**src/rtl/fetch_queue_pkg.sv**
```systemverilog
// fetch_queue_pkg: FSM state type and default constants shared by the fetch queue.
package fetch_queue_pkg;
  typedef enum logic [1:0] {BOOT, FETCH, FULL} fq_state_e;
  localparam int IMM_BIT_DEF = 15;
  localparam int unsigned RESET_VEC_DEF = 0;
  localparam int unsigned INT_VEC_DEF = 0;
endpackage

```
**src/rtl/fetch_fifo.sv**
```systemverilog
// fetch_fifo: circular buffer with single push, one- or two-entry pop and flush.
module fetch_fifo #(
  parameter int W = 48,
  parameter int DEPTH = 4,
  localparam int PW = $clog2(DEPTH)
) (
  input  logic         clk,
  input  logic         rst,
  input  logic         push,
  input  logic [W-1:0] push_data,
  input  logic         pop1,
  input  logic         pop2,
  input  logic         flush,
  output logic [PW:0]  count,
  output logic [W-1:0] head0,
  output logic [W-1:0] head1
);
  logic [W-1:0] mem_q [DEPTH];
  logic [W-1:0] mem_d [DEPTH];
  logic [PW-1:0] rd_ptr_q, rd_ptr_d, wr_ptr_q, wr_ptr_d;
  logic [PW:0] count_q, count_d, n_pop;
  logic do_push;
  always_comb begin
    n_pop = pop2 ? (PW+1)'(2) : pop1 ? (PW+1)'(1) : '0;
    do_push = push & ~flush;
    mem_d = mem_q;
    if (do_push) mem_d[wr_ptr_q] = push_data;
    rd_ptr_d = flush ? '0 : rd_ptr_q + n_pop[PW-1:0];
    wr_ptr_d = flush ? '0 : wr_ptr_q + PW'(do_push);
    count_d = flush ? '0 : count_q + (PW+1)'(do_push) - n_pop;
  end
  always_ff @(posedge clk) begin
    if (!rst) begin
      rd_ptr_q <= '0;
      wr_ptr_q <= '0;
      count_q <= '0;
    end else begin
      rd_ptr_q <= rd_ptr_d;
      wr_ptr_q <= wr_ptr_d;
      count_q <= count_d;
    end
  end
  always_ff @(posedge clk) mem_q <= mem_d;
  assign count = count_q;
  assign head0 = mem_q[rd_ptr_q];
  assign head1 = mem_q[rd_ptr_q + PW'(1)];
endmodule

```
**src/rtl/fetch_queue.sv**
```systemverilog
// fetch_queue: instruction prefetch with PC sequencing, redirect flush and one/two-word issue.
module fetch_queue
  import fetch_queue_pkg::*;
#(
  parameter int ADDR_W = 32,
  parameter int INSTR_W = 16,
  parameter int DEPTH = 4,
  parameter logic [ADDR_W-1:0] RESET_VEC = ADDR_W'(RESET_VEC_DEF),
  parameter logic [ADDR_W-1:0] INT_VEC = ADDR_W'(INT_VEC_DEF),
  parameter int IMM_BIT = IMM_BIT_DEF,
  localparam int PW = $clog2(DEPTH),
  localparam int EW = INSTR_W + ADDR_W
) (
  input  logic               clk,
  input  logic               rst,
  output logic               imem_req,
  output logic [ADDR_W-1:0]  imem_addr,
  input  logic [INSTR_W-1:0] imem_rdata,
  input  logic               jump,
  input  logic [ADDR_W-1:0]  jump_target,
  input  logic               irq,
  input  logic               stall,
  output logic               out_valid,
  output logic [INSTR_W-1:0] out_instr,
  output logic [INSTR_W-1:0] out_imm,
  output logic               out_has_imm,
  output logic [ADDR_W-1:0]  out_pc,
  output logic [ADDR_W-1:0]  out_next_pc
);
  localparam logic [PW:0] FULL_CNT = (PW+1)'(DEPTH);
  fq_state_e state_q, state_d;
  logic [ADDR_W-1:0] pc_q, pc_d, req_addr_q, req_addr_d, a0, a1;
  logic in_flight_q, in_flight_d;
  logic [PW:0] count, count_n, occ_n, n_pop;
  logic [EW-1:0] head0, head1;
  logic [INSTR_W-1:0] w0, w1;
  logic two_word, redirect, issue, pop1, pop2;
  always_comb begin
    w0 = head0[EW-1 -: INSTR_W];
    w1 = head1[EW-1 -: INSTR_W];
    a0 = head0[ADDR_W-1:0];
    a1 = head1[ADDR_W-1:0];
    two_word = w0[IMM_BIT];
    redirect = irq | jump;
    out_valid = two_word ? count >= (PW+1)'(2) : count != '0;
    issue = out_valid & ~stall;
    pop1 = issue & ~two_word;
    pop2 = issue & two_word;
    n_pop = pop2 ? (PW+1)'(2) : pop1 ? (PW+1)'(1) : '0;
    imem_req = state_q == FETCH && count + (PW+1)'(in_flight_q) < FULL_CNT;
    imem_addr = imem_req ? pc_q : '0;
    out_has_imm = out_valid & two_word;
    out_instr = out_valid ? w0 : '0;
    out_imm = out_has_imm ? w1 : '0;
    out_pc = out_valid ? a0 : '0;
    // the immediate always sits at opcode+1, so its address gives the two-word successor
    out_next_pc = out_valid ? (two_word ? a1 : a0) + ADDR_W'(1) : '0;
    count_n = redirect ? '0 : count + (PW+1)'(in_flight_q) - n_pop;
    in_flight_d = imem_req & ~redirect;
    occ_n = count_n + (PW+1)'(in_flight_d);
    pc_d = irq ? INT_VEC : jump ? jump_target : imem_req ? pc_q + ADDR_W'(1) : pc_q;
    req_addr_d = pc_q;
    state_d = occ_n == FULL_CNT ? FULL : FETCH;
  end
  always_ff @(posedge clk) begin
    if (!rst) begin
      state_q <= BOOT;
      pc_q <= RESET_VEC;
      req_addr_q <= '0;
      in_flight_q <= 1'b0;
    end else begin
      state_q <= state_d;
      pc_q <= pc_d;
      req_addr_q <= req_addr_d;
      in_flight_q <= in_flight_d;
    end
  end
  fetch_fifo #(.W(EW), .DEPTH(DEPTH)) u_fifo (
    .clk(clk),
    .rst(rst),
    .push(in_flight_q),
    .push_data({imem_rdata, req_addr_q}),
    .pop1(pop1),
    .pop2(pop2),
    .flush(redirect),
    .count(count),
    .head0(head0),
    .head1(head1)
  );
endmodule

```
**config.mk**
```make
export PLATFORM = sky130hd
export DESIGN_NAME = fetch_queue
export DESIGN_NICKNAME = d
export VERILOG_FILES = /design/src/rtl/fetch_queue_pkg.sv /design/src/rtl/fetch_fifo.sv /design/src/rtl/fetch_queue.sv
export SDC_FILE = /design/constraint.sdc
export NUM_CORES = 1
export LEC_CHECK = 0
export ABC_CLOCK_PERIOD_IN_PS = 8700
export BUFFER_PORTS_ARGS = -buffer_cell sky130_fd_sc_hd__buf_2
export CORE_UTILIZATION = 25
export CTS_CLUSTER_SIZE = 40
export DETAILED_ROUTE_END_ITERATION = 7
export PLACE_DENSITY_LB_ADDON = 0.05
export SYNTH_ARGS = -nofsm -noshare
export SYNTH_HDL_FRONTEND = slang
export SYNTH_SLANG_ARGS = --single-unit
```
**constraint.sdc**
```tcl
create_clock -name clk -period 8.7 [get_ports clk]
set_clock_uncertainty 0.15 [all_clocks]
set_input_delay 1.74 -clock clk [delete_from_list [all_inputs] [get_ports clk]]
set_output_delay 1.74 -clock clk [all_outputs]
set_load 0.005 [all_outputs]
```
==> impl_metrics.yaml, run 1 <==
finish:
  final_layout_size_suffix_gt1_share_pct: 27.3
  nFillCells: 5536
  register_area_um2: 7250
  area.growth.synth_to_final_pct: 20.0
  design_area_um2: 16300
  finalNetCount: 1320
  num_antenna_cells: 0
  multi_input_comb_area_um2: 5980
hold_path:
  hold_path.class: "flip-flop to flip-flop"
  min_path_cells: 0
global_routing:
  grt_use_met2_pct: 24.8
  globalRouteMet1Util_pct: 20.9
  wire_length_of_the_first_global_routing_pass_um: 63300
  largest_net_degree_at_the_start_of_global_routing: 122
  combined_global_route_utilization_of_all_metal_layers_pct: 15.3
  global_route_track_usage_on_met3_pct: 3.12
  via_count_of_the_first_global_routing_pass: 9673
  grt_most_used_layer: "met2"
  grt_antenna_before_repair: 2
  overflow_left_after_global_routing: 0
synth:
  syn_inst: 1096
  ys_flop_type: "sky130_fd_sc_hd__edfxtp_1"
  ys_ff_latch: 266
  synth-seq-area-share_pct: 53.3
  synth_top_cell_area_share_pct: 42.4
  synth_top_cells_by_count: "sky130_fd_sc_hd__edfxtp_1 (192), sky130_fd_sc_hd__and2_1 (103), sky130_fd_sc_hd__nor2_1 (85)"
  ys_top_cells_by_area: "sky130_fd_sc_hd__edfxtp_1 (42%), sky130_fd_sc_hd__mux4_2 (12%), sky130_fd_sc_hd__dfxtp_1 (11%)"
  yosys.cell_types.count: 68
  synthesis.nets: 1160
  synth_async_sr_flop_share_pct: 0
  synth_edf_count: 192
  synthDominantAreaCellType: "sky130_fd_sc_hd__edfxtp_1"
  ys.warnings.count: 0
  mappedNetlistArea_um2: 13600
  synth.avg_cell_area_um2: 12.4
  post-synth-top-count-cell: "sky130_fd_sc_hd__edfxtp_1"
setup_path:
  cp_data_required_time_ps: 6810
  end_kind: "output port"
  timing.critical_path.from_type: "flip-flop"
  path_class: "flip-flop to output port"
  reg2regPathDepth: 11
  crit_arrival_ps: 4910
  critical_path.max_fanout: 58
routing:
  vias_per_cell: 4.75
  detail_route.first_pass.iterations: 4
  routedWlPerCell_um: 21.5
  drtAntennaViolNets: 0
  route.detailed.drc: 0
  drt_first_iter_violations: 500
  totalWireLength_um: 42600
  via_count: 9398
sta:
  maxSlewViolCount: 0
  tightestPinTransition_ps: 1100
  setup_tns_ps: 0
  layout_min_cycle_time_ps: 6800
  worst_slew_margin_rel_pct: 26.3
  fin_hold_ws_ps: 321
  setup_viol_count_final: 0
  timing.final.crit_share_pct: 78.2
  fmax_ghz: 0.147
  final_hold_viol_count: 0
  rsz0062_at_grt: "false"
clock_network:
  post_cts_buffers: 0
  insertion_delay_ps: 540
  ctsHoldBuffers: 0
  cts-htree-levels: 2
  clkSlewWorstSetupHoldPaths_ps: 60
  clk_root_buffer_cell: "sky130_fd_sc_hd__clkbuf_16"
  post_cts.resized_instances: 0
  cts_made_buffers: 34
  numClockSinks: 266
  cts_tree: "yes"
  clock_tree.buffer_depth: 3
status:
  outcome: "finished clean"
floorplan:
  num_io_pins: 184
  floorplan.die_area_um2: 55400
  start_util_pct: 25.3
  fp-row-count: 85
  die-height_um: 235
  die_x_um: 235
  placeableCoreArea_um2: 53800
power_and_ir_drop:
  vdd_ir_drop_max_uv: 96.3
  p_per_area_nw_per_um2: 174
  static-leakage-power_uw: 0.00593
placed_design:
  gp_congestion: 0.746
  placed_cell_area_um2: 15200
  dp.final_hpwl_um: 28900
  io_buffers: 183
flow_run:
  maxCapViolCount: 0
-- worst max-delay path: stages, from the launching register on --
cell	delay (ps)
sky130_fd_sc_hd__dfxtp_4	870
sky130_fd_sc_hd__mux4_2	710
sky130_fd_sc_hd__o21ai_0	350
sky130_fd_sc_hd__ha_1	300
sky130_fd_sc_hd__nand4b_1	170
sky130_fd_sc_hd__a21oi_1	360
sky130_fd_sc_hd__nand4_1	410
sky130_fd_sc_hd__nor4_1	690
sky130_fd_sc_hd__and3_1	250
sky130_fd_sc_hd__nor3_1	50
sky130_fd_sc_hd__buf_2	170
-- cell usage in the layout (no fill, tap or decap), types with 18 or more instances in the layout --
master / synthesis / routed
sky130_fd_sc_hd__edfxtp_1: 192 / 192
sky130_fd_sc_hd__buf_2: 17 / 183
sky130_fd_sc_hd__and2_1: 103 / 103
sky130_fd_sc_hd__nor2_1: 85 / 85
sky130_fd_sc_hd__mux4_2: 75 / 75
sky130_fd_sc_hd__dfxtp_1: 74 / 72
sky130_fd_sc_hd__nand2_1: 66 / 66
sky130_fd_sc_hd__xnor2_1: 38 / 38
sky130_fd_sc_hd__a21oi_1: 36 / 36
sky130_fd_sc_hd__mux2i_1: 35 / 35
sky130_fd_sc_hd__clkbuf_16: 0 / 35
sky130_fd_sc_hd__nand3_1: 26 / 26
sky130_fd_sc_hd__nor2b_1: 25 / 25
sky130_fd_sc_hd__nor3_1: 24 / 23
sky130_fd_sc_hd__a211oi_1: 20 / 20
sky130_fd_sc_hd__o21ai_0: 20 / 19
sky130_fd_sc_hd__xor2_1: 18 / 18
-- through the flow --
| stage | utilization [%] | cells | setup slack, ps | total power [uW] |
|---|---|---|---|---|
| 2_1_floorplan | - | 1096 | 2180 | 1430 |
| 3_3_place_gp | 28.3 | 1916 | 2500 | 1470 |
| 3_5_place_dp | 28.3 | 1916 | 2400 | 1470 |
| 4_1_cts | 30.3 | 1978 | 1800 | 2900 |
| 5_1_grt | 30.3 | 1978 | 1430 | 2950 |
| 6_report | 30.3 | 1978 | 1900 | 2840 |
-- logic make-up (layout without fill, tap and decap cells) --
kind of cell | after synthesis | in the layout | share of synthesized area (%)
fa+ha+maj | 11 | 11 | 1.12
xor+xnor | 56 | 56 | 3.60
buf+inv | 92 | 278 | 2.99
mux | 123 | 123 | 16.1
flops | 266 | 266 | 53.3
simple gates | 414 | 414 | 16.4
compound gates | 134 | 134 | 6.61
-- power breakdown --
part	total (uW)	internal, uW	switching (uW)
sequential	1370	1360	14.0
combinational	63.3	25.8	37.5
clock	1410	857	550
total	2840	2240	602
-- registers in the layout, summed over array words and instances (netlist names) --
name             count
pc_q                32
state_q              2
u_fifo.rd_ptr_q      2
u_fifo.mem_q       192
u_fifo.wr_ptr_q      2
req_addr_q          32
in_flight_q          1
u_fifo.count         3
-- path summary, 6_finish.rpt --
check / slack (ps) / from / end
setup / recovery: 1900 / u_fifo.rd_ptr_q[1] / out_next_pc[26]
hold / removal: 320 / req_addr_q[31] / u_fifo.mem_q[79]
setup reg to reg: 3350 / u_fifo.rd_ptr_q[1] / state_q[0]
hold reg to reg: 320 / req_addr_q[31] / u_fifo.mem_q[79]
-- metal layers --
metal | share of wire (%) | wire length, um | vias to the layer above
met3 | 4.2 | 1790 | 52
li1 | - | - | 4439
met1 | 48 | 20300 | 4710
met5 | 0.038 | 16 | -
met4 | 1.7 | 721 | 4
met2 | 46 | 19800 | 193
-- cell type report --
cell class                      count  share of cell area [%]
Inverter                           20                   0.460
Tap cell                          696                    5.33
Multi-Input combinational cell    738                    36.6
Timing Repair Buffer              196                    6.28
Sequential cell                   266                    44.4
Clock inverter                     16                    1.07
Clock buffer                       46                    5.80
Power figures use the tool's default switching activity.
==> run 2: changes to the inputs <==
--- a/config.mk
+++ b/config.mk
@@ -5,7 +5,8 @@
 export SDC_FILE = /design/constraint.sdc
 export NUM_CORES = 1
 export LEC_CHECK = 0
-export ABC_CLOCK_PERIOD_IN_PS = 8700
+export ABC_AREA = 1
+export ABC_CLOCK_PERIOD_IN_PS = 6420
 export BUFFER_PORTS_ARGS = -buffer_cell sky130_fd_sc_hd__buf_2
 export CORE_UTILIZATION = 25
 export CTS_CLUSTER_SIZE = 40
==> constraint.sdc (replaced) <==
create_clock -name clk -period 6.42 [get_ports clk]
set_clock_uncertainty 0.15 [all_clocks]
set_input_delay 1.284 -clock clk [delete_from_list [all_inputs] [get_ports clk]]
set_output_delay 1.284 -clock clk [all_outputs]
set_load 0.005 [all_outputs]
==> impl_metrics.yaml, run 2 <==
synth:
  synth-seq-area-share_pct: 50.8
  ys_flop_type: "sky130_fd_sc_hd__edfxtp_1"
  synthDominantAreaCellType: "sky130_fd_sc_hd__edfxtp_1"
  synthMuxAreaShare_pct: 0
  synth.avg_cell_area_um2: 8.01
  syn_inst: 1781
  post-synth-top-count-cell: "sky130_fd_sc_hd__nand2_1"
  synthAdderAreaFrac_pct: 1.07
  synth-compound-area-share_pct: 9.59
  synth_top_cell_area_share_pct: 40.4
  synthesis.nets: 1845
  synth_xor_area_share_pct: 1.23
  yosys.cell_types.count: 46
  mappedNetlistArea_um2: 14300
  synth_async_sr_flop_share_pct: 0
  synth_top_cells_by_count: "sky130_fd_sc_hd__nand2_1 (678), sky130_fd_sc_hd__edfxtp_1 (192), sky130_fd_sc_hd__nor2_1 (159)"
  ys_top_cells_by_area: "sky130_fd_sc_hd__edfxtp_1 (40%), sky130_fd_sc_hd__nand2_1 (18%), sky130_fd_sc_hd__dfxtp_1 (10%)"
  main_combinational_cell_family_by_area_after_synthesis: "simple AND/OR/NAND/NOR gates"
  synth-simple-area-share_pct: 29.1
  ys_ff_latch: 266
  ys.warnings.count: 0
  synth_edf_count: 192
global_routing:
  overflow_left_after_global_routing: 0
  global_route_track_usage_on_met3_pct: 2.16
  wire_length_of_the_first_global_routing_pass_um: 74400
  via_count_of_the_first_global_routing_pass: 12136
  grt_use_met2_pct: 27.9
  grt_antenna_before_repair: 2
  globalRouteMet1Util_pct: 23.8
  combined_global_route_utilization_of_all_metal_layers_pct: 17.0
  grt_most_used_layer: "met2"
  largest_net_degree_at_the_start_of_global_routing: 82
clock_network:
  cts-htree-levels: 1
  cts_made_buffers: 30
  clock_tree.buffer_depth: 3
  numClockSinks: 266
  clkSlewWorstSetupHoldPaths_ps: 70
  post_cts.resized_instances: 0
  cts_tree: "yes"
  post_cts_buffers: 0
  insertion_delay_ps: 560
  ctsHoldBuffers: 0
  clk_root_buffer_cell: "sky130_fd_sc_hd__clkbuf_16"
floorplan:
  fp-row-count: 87
  start_util_pct: 25.3
  floorplan.die_area_um2: 58000
  num_io_pins: 184
  placeableCoreArea_um2: 56400
  die-height_um: 241
  die_x_um: 241
setup_path:
  worst_setup_path_endpoint: "out_next_pc[31]"
  slowest_delay_ps: 770
  crit_arrival_ps: 3860
  worst_path_max_delay_cell: "sky130_fd_sc_hd__buf_4"
  timing.critical_path.mode_cell: "sky130_fd_sc_hd__nand2_1"
  cells_along_the_critical_path: "buf_4, nand2_1, o21ai_0, nand2_1, nand2_1, nand2_1, nand2_1, nand2_2, nor2_4, nand2_1, nor2_1, a21oi_1, nor2_1, buf_2"
  cp_data_required_time_ps: 4990
  critical_path.max_fanout: 66
  path_class: "flip-flop to output port"
  end_kind: "output port"
  crit-reg2reg-launch: "u_fifo.rd_ptr_q[0]"
  crit-reg2reg-capture: "state_q[0]"
  reg2regPathDepth: 18
  reg2reg_slack_ps: 2160
  timing.critical_path.from_type: "flip-flop"
  worst_setup_path_startpoint: "u_fifo.rd_ptr_q[0]"
power_and_ir_drop:
  vdd_ir_drop_max_uv: 212
  static-leakage-power_uw: 0.00730
  p_per_area_nw_per_um2: 222
routing:
  detail_route.first_pass.iterations: 5
  drtAntennaViolNets: 0
  vias_per_cell: 4.51
  via_count: 12244
  totalWireLength_um: 49400
  routedWlPerCell_um: 18.2
  drt_first_iter_violations: 743
  route.detailed.drc: 0
finish:
  register_name_with_the_most_flops: "u_fifo.mem_q"
  layout_commonest_cell: "sky130_fd_sc_hd__nand2_1"
  final_layout_size_suffix_gt1_share_pct: 16.2
  finish.utilization_pct: 29.8
  area.growth.synth_to_final_pct: 17.7
  largest_register_ff_count: 192
  finalNetCount: 1995
  biggestRegsByFlops: "u_fifo.mem_q: 192 flops, pc_q: 32 flops, req_addr_q: 32 flops"
  layout.cells.most_common_list: "sky130_fd_sc_hd__nand2_1 (678), sky130_fd_sc_hd__edfxtp_1 (192), sky130_fd_sc_hd__buf_2 (183)"
sta:
  tightestPinTransition_ps: 891
  fmax_ghz: 0.189
  layout_min_cycle_time_ps: 5290
  worst_slew_margin_rel_pct: 40.5
  setup_tns_ps: 0
  timing.final.crit_share_pct: 82.5
  setup_viol_count_final: 0
  setup_slack_ps: 1130
  final_hold_viol_count: 0
  maxSlewViolCount: 0
  rsz0062_at_grt: "false"
status:
  outcome: "finished clean"
placed_design:
  io_buffers: 183
  dpl_worst_slack_ps: 1690
  gp_congestion: 0.749
  dp.final_hpwl_um: 34100
hold_path:
  min_path_cells: 2
  hold_path.class: "flip-flop to flip-flop"
flow_run:
  maxCapViolCount: 0
[run 2: changes by cell type after synthesis, sizes merged, moves of 35 or more]
cell	before	now
nor2	85	176
mux2i	35	0
a21oi	36	79
mux4	75	0
xnor2	38	2
o21ai	23	62
nand2	66	695
inv	19	152
nand3	26	94
and2	103	7
[run 2: critical path: cells and delay by family (launching register included)]
| family | cells | cell delay [ps] |
|---|---|---|
| AO/OA/AOI/OAI | 2 | 220 |
| AND/OR/NAND/NOR | 10 | 1290 |
| flip-flops | 1 | 750 |
| buffers and inverters | 2 | 920 |
[run 2: final cells by class]
type | count | area, um2
diodes | 2 | 5.00
clock buffers | 36 | 837
clock inverters | 20 | 188
fillers | 6168 | 39600
inverters | 153 | 577
multi-input cells | 1271 | 5870
flip-flops and latches | 266 | 7250
well taps | 756 | 946
repair buffers | 209 | 1110
[run 2: per-stage QoR]
stage	total power [uW]	instances	hold WS [ps]	cell area [um2]
3_5_place_dp	2000	2655	293	15800
5_1_grt	3870	2711	340	16800
4_1_cts	3790	2711	307	16800
3_3_place_gp	2000	2655	303	15800
6_report	3730	2713	309	16800
2_1_floorplan	1950	1781	270	14300
[run 2: logic make-up (layout without fill, tap and decap cells)]
group	count (synthesis)	in the layout
and+or+nand+nor	1009	1009
buffers and inverters	244	418
DFF	266	266
adders and majority gates	11	11
AOI/OAI and AO/OA	231	231
other	0	2
xor gates and xnor gates	20	20
[run 2: power by group]
group          internal [uW]  switching [uW]
sequential              1840            18.1
clock                   1050             715
combinational           33.6            67.8
total                   2930             801
[run 2: routing by layer]
layer,wire (um),vias to the layer above
met3,2460,48
met2,22400,341
met5,0,-
met1,23800,5704
li1,-,6151
met4,773,0
[run 2: how the worst min path moves through the flow]
stage | startpoint | to | slack (ps)
floorplan | pc_q[22] | req_addr_q[22] | 270
global placement | pc_q[27] | req_addr_q[27] | 300
detailed placement | pc_q[27] | req_addr_q[27] | 290
CTS | pc_q[27] | req_addr_q[27] | 310
global route | pc_q[22] | req_addr_q[22] | 340
finish | pc_q[27] | req_addr_q[27] | 310
==> run 3: changes to the inputs <==
--- a/config.mk
+++ b/config.mk
@@ -6,7 +6,7 @@
 export NUM_CORES = 1
 export LEC_CHECK = 0
 export ABC_AREA = 1
-export ABC_CLOCK_PERIOD_IN_PS = 6420
+export ABC_CLOCK_PERIOD_IN_PS = 4600
 export BUFFER_PORTS_ARGS = -buffer_cell sky130_fd_sc_hd__buf_2
 export CORE_UTILIZATION = 25
 export CTS_CLUSTER_SIZE = 40
==> constraint.sdc (replaced) <==
create_clock -name clk -period 4.6 [get_ports clk]
set_clock_uncertainty 0.15 [all_clocks]
set_input_delay 0.92 -clock clk [delete_from_list [all_inputs] [get_ports clk]]
set_output_delay 0.92 -clock clk [all_outputs]
set_load 0.005 [all_outputs]
==> impl_metrics.yaml, run 3 (same netlist as run 2, synthesis figures left out) <==
finish:
  layout.cells.most_common_list: "sky130_fd_sc_hd__nand2_1 (678), sky130_fd_sc_hd__edfxtp_1 (192), sky130_fd_sc_hd__buf_2 (183)"
  layout_commonest_cell: "sky130_fd_sc_hd__nand2_1"
  design_area_um2: 17100
  finalNetCount: 2018
  biggestRegsByFlops: "u_fifo.mem_q: 192 flops, pc_q: 32 flops, req_addr_q: 32 flops"
  area.growth.synth_to_final_pct: 20.3
  finish.utilization_pct: 30.4
  register_name_with_the_most_flops: "u_fifo.mem_q"
  final_layout_size_suffix_gt1_share_pct: 16.9
  largest_register_ff_count: 192
  nFillCells: 6151
sta:
  final_hold_viol_count: 0
  rsz0062_at_grt: "true"
  setup_tns_ps: 0
  layout_min_cycle_time_ps: 4250
  fin_hold_ws_ps: 304
  setup_viol_count_final: 0
  fmax_ghz: 0.235
  worst_slew_margin_rel_pct: 45.6
  tightestPinTransition_ps: 815
  timing.final.crit_share_pct: 92.4
  maxSlewViolCount: 0
setup_path:
  path_class: "flip-flop to output port"
  timing.critical_path.mode_cell: "sky130_fd_sc_hd__nand2_1"
  end_kind: "output port"
  crit_arrival_ps: 3180
  slowest_delay_ps: 410
  cp_data_required_time_ps: 3530
  worst_path_max_delay_cell: "sky130_fd_sc_hd__dfxtp_4"
  timing.critical_path.from_type: "flip-flop"
  critical_path.max_fanout: 33
  cells_along_the_critical_path: "inv_8, buf_6, nand2_1, nand3_1, nand2_1, o21ai_1, ha_1, nand2_1, nor2_4, nand2_1, nor2_2, a21oi_1, nor2_1, buf_2"
power_and_ir_drop:
  overall_power_after_layout_uw: 5540
  vdd_ir_drop_max_uv: 163
  static-leakage-power_uw: 0.00749
  p_per_area_nw_per_um2: 323
clock_network:
  clkSlewWorstSetupHoldPaths_ps: 60
  insertion_delay_ps: 540
  clock_tree.buffer_depth: 3
  cts-htree-levels: 2
  cts_made_buffers: 34
  numClockSinks: 266
  ctsHoldBuffers: 0
  cts_tree: "yes"
  clk_root_buffer_cell: "sky130_fd_sc_hd__clkbuf_16"
routing:
  drtAntennaViolNets: 0
  detail_route.first_pass.iterations: 6
  totalWireLength_um: 50000
  via_count: 12309
  route.detailed.drc: 0
  drt_first_iter_violations: 690
  routedWlPerCell_um: 18.3
  vias_per_cell: 4.50
floorplan:
  die_x_um: 241
  fp-row-count: 87
  floorplan.die_area_um2: 58000
  num_io_pins: 184
  start_util_pct: 25.3
  die-height_um: 241
  placeableCoreArea_um2: 56400
placed_design:
  gp_congestion: 0.796
  placed_cell_area_um2: 15800
  dp.final_hpwl_um: 35000
  io_buffers: 183
hold_path:
  hold_path.class: "flip-flop to flip-flop"
global_routing:
  overflow_left_after_global_routing: 0
  largest_net_degree_at_the_start_of_global_routing: 66
  grt_antenna_before_repair: 2
  wire_length_of_the_first_global_routing_pass_um: 74900
  via_count_of_the_first_global_routing_pass: 12172
  combined_global_route_utilization_of_all_metal_layers_pct: 17.2
flow_run:
  maxCapViolCount: 0
status:
  outcome: "finished clean"
## run 3: changes by cell type in the layout (fill, tap and decap cells not counted), moves of 2 or more
cell / previous run / this run
sky130_fd_sc_hd__buf_4: 26 / 37
sky130_fd_sc_hd__buf_6: 0 / 5
sky130_fd_sc_hd__clkbuf_8: 0 / 5
sky130_fd_sc_hd__clkinv_2: 10 / 5
sky130_fd_sc_hd__clkbuf_1: 3 / 7
sky130_fd_sc_hd__clkbuf_16: 33 / 36
sky130_fd_sc_hd__bufinv_16: 3 / 5
sky130_fd_sc_hd__clkinvlp_4: 2 / 0
## run 3: worst paths after layout
kind	startpoint	slack [ps]	end	cells after the start
worst min-delay path	pc_q[22]	300	req_addr_q[22]	2
worst max-delay path	u_fifo.rd_ptr_q[0]	350	out_next_pc[22]	14
worst min register to register	pc_q[22]	300	req_addr_q[22]	2
worst max register to register	u_fifo.rd_ptr_q[0]	1180	state_q[0]	19
## run 3: power by group
| group | internal, uW | switching, uW | total, uW |
|---|---|---|---|
| clock network | 1770 | 1020 | 2800 |
| logic | 48.8 | 95.5 | 144 |
| registers | 2570 | 26.3 | 2600 |
## run 3: area by class of cell
cell class | count | area (um2) | share of cell area [%]
Clock buffer | 47 | 982 | 5.73
Clock inverter | 13 | 196 | 1.15
Tap cell | 756 | 946 | 5.52
Timing Repair Buffer | 227 | 1280 | 7.49
Inverter | 153 | 584 | 3.41
Antenna cell | 2 | 5.00 | 0.0292
Multi-Input combinational cell | 1272 | 5900 | 34.4
Sequential cell | 266 | 7250 | 42.3
## run 3: repair_timing
item	in CTS	in global routing
gates resized for setup	5	13
setup buffers	1	6
endpoints found under the setup margin	31	24
pin swaps	0	2
cloned	0	1
## run 3: through the flow
stage	setup WS [ps]	std cells
floorplan	-735	1781
global placement	456	2666
detailed placement	432	2666
CTS	25.2	2727
global route	-14.6	2734
finish	350	2736
## run 3: per-layer routing
metal | up-vias | share of wire, % | track usage (%)
met2 | 329 | 46 | 28.2
met1 | 5727 | 48 | 23.7
met3 | 58 | 4.7 | 2.53
li1 | 6193 | - | -
met4 | 2 | 1.9 | 4.32
met5 | - | 0.016 | 0
## run 3: worst max-delay path, delay by kind of cell, from the launching register on
| family | cells | cell delay, ps |
|---|---|---|
| AND/OR/NAND/NOR | 8 | 1070 |
| adder cells (fa/ha/maj) | 1 | 230 |
| buffers and inverters | 3 | 590 |
| AO/OA/AOI/OAI | 2 | 340 |
| flip-flops | 1 | 410 |
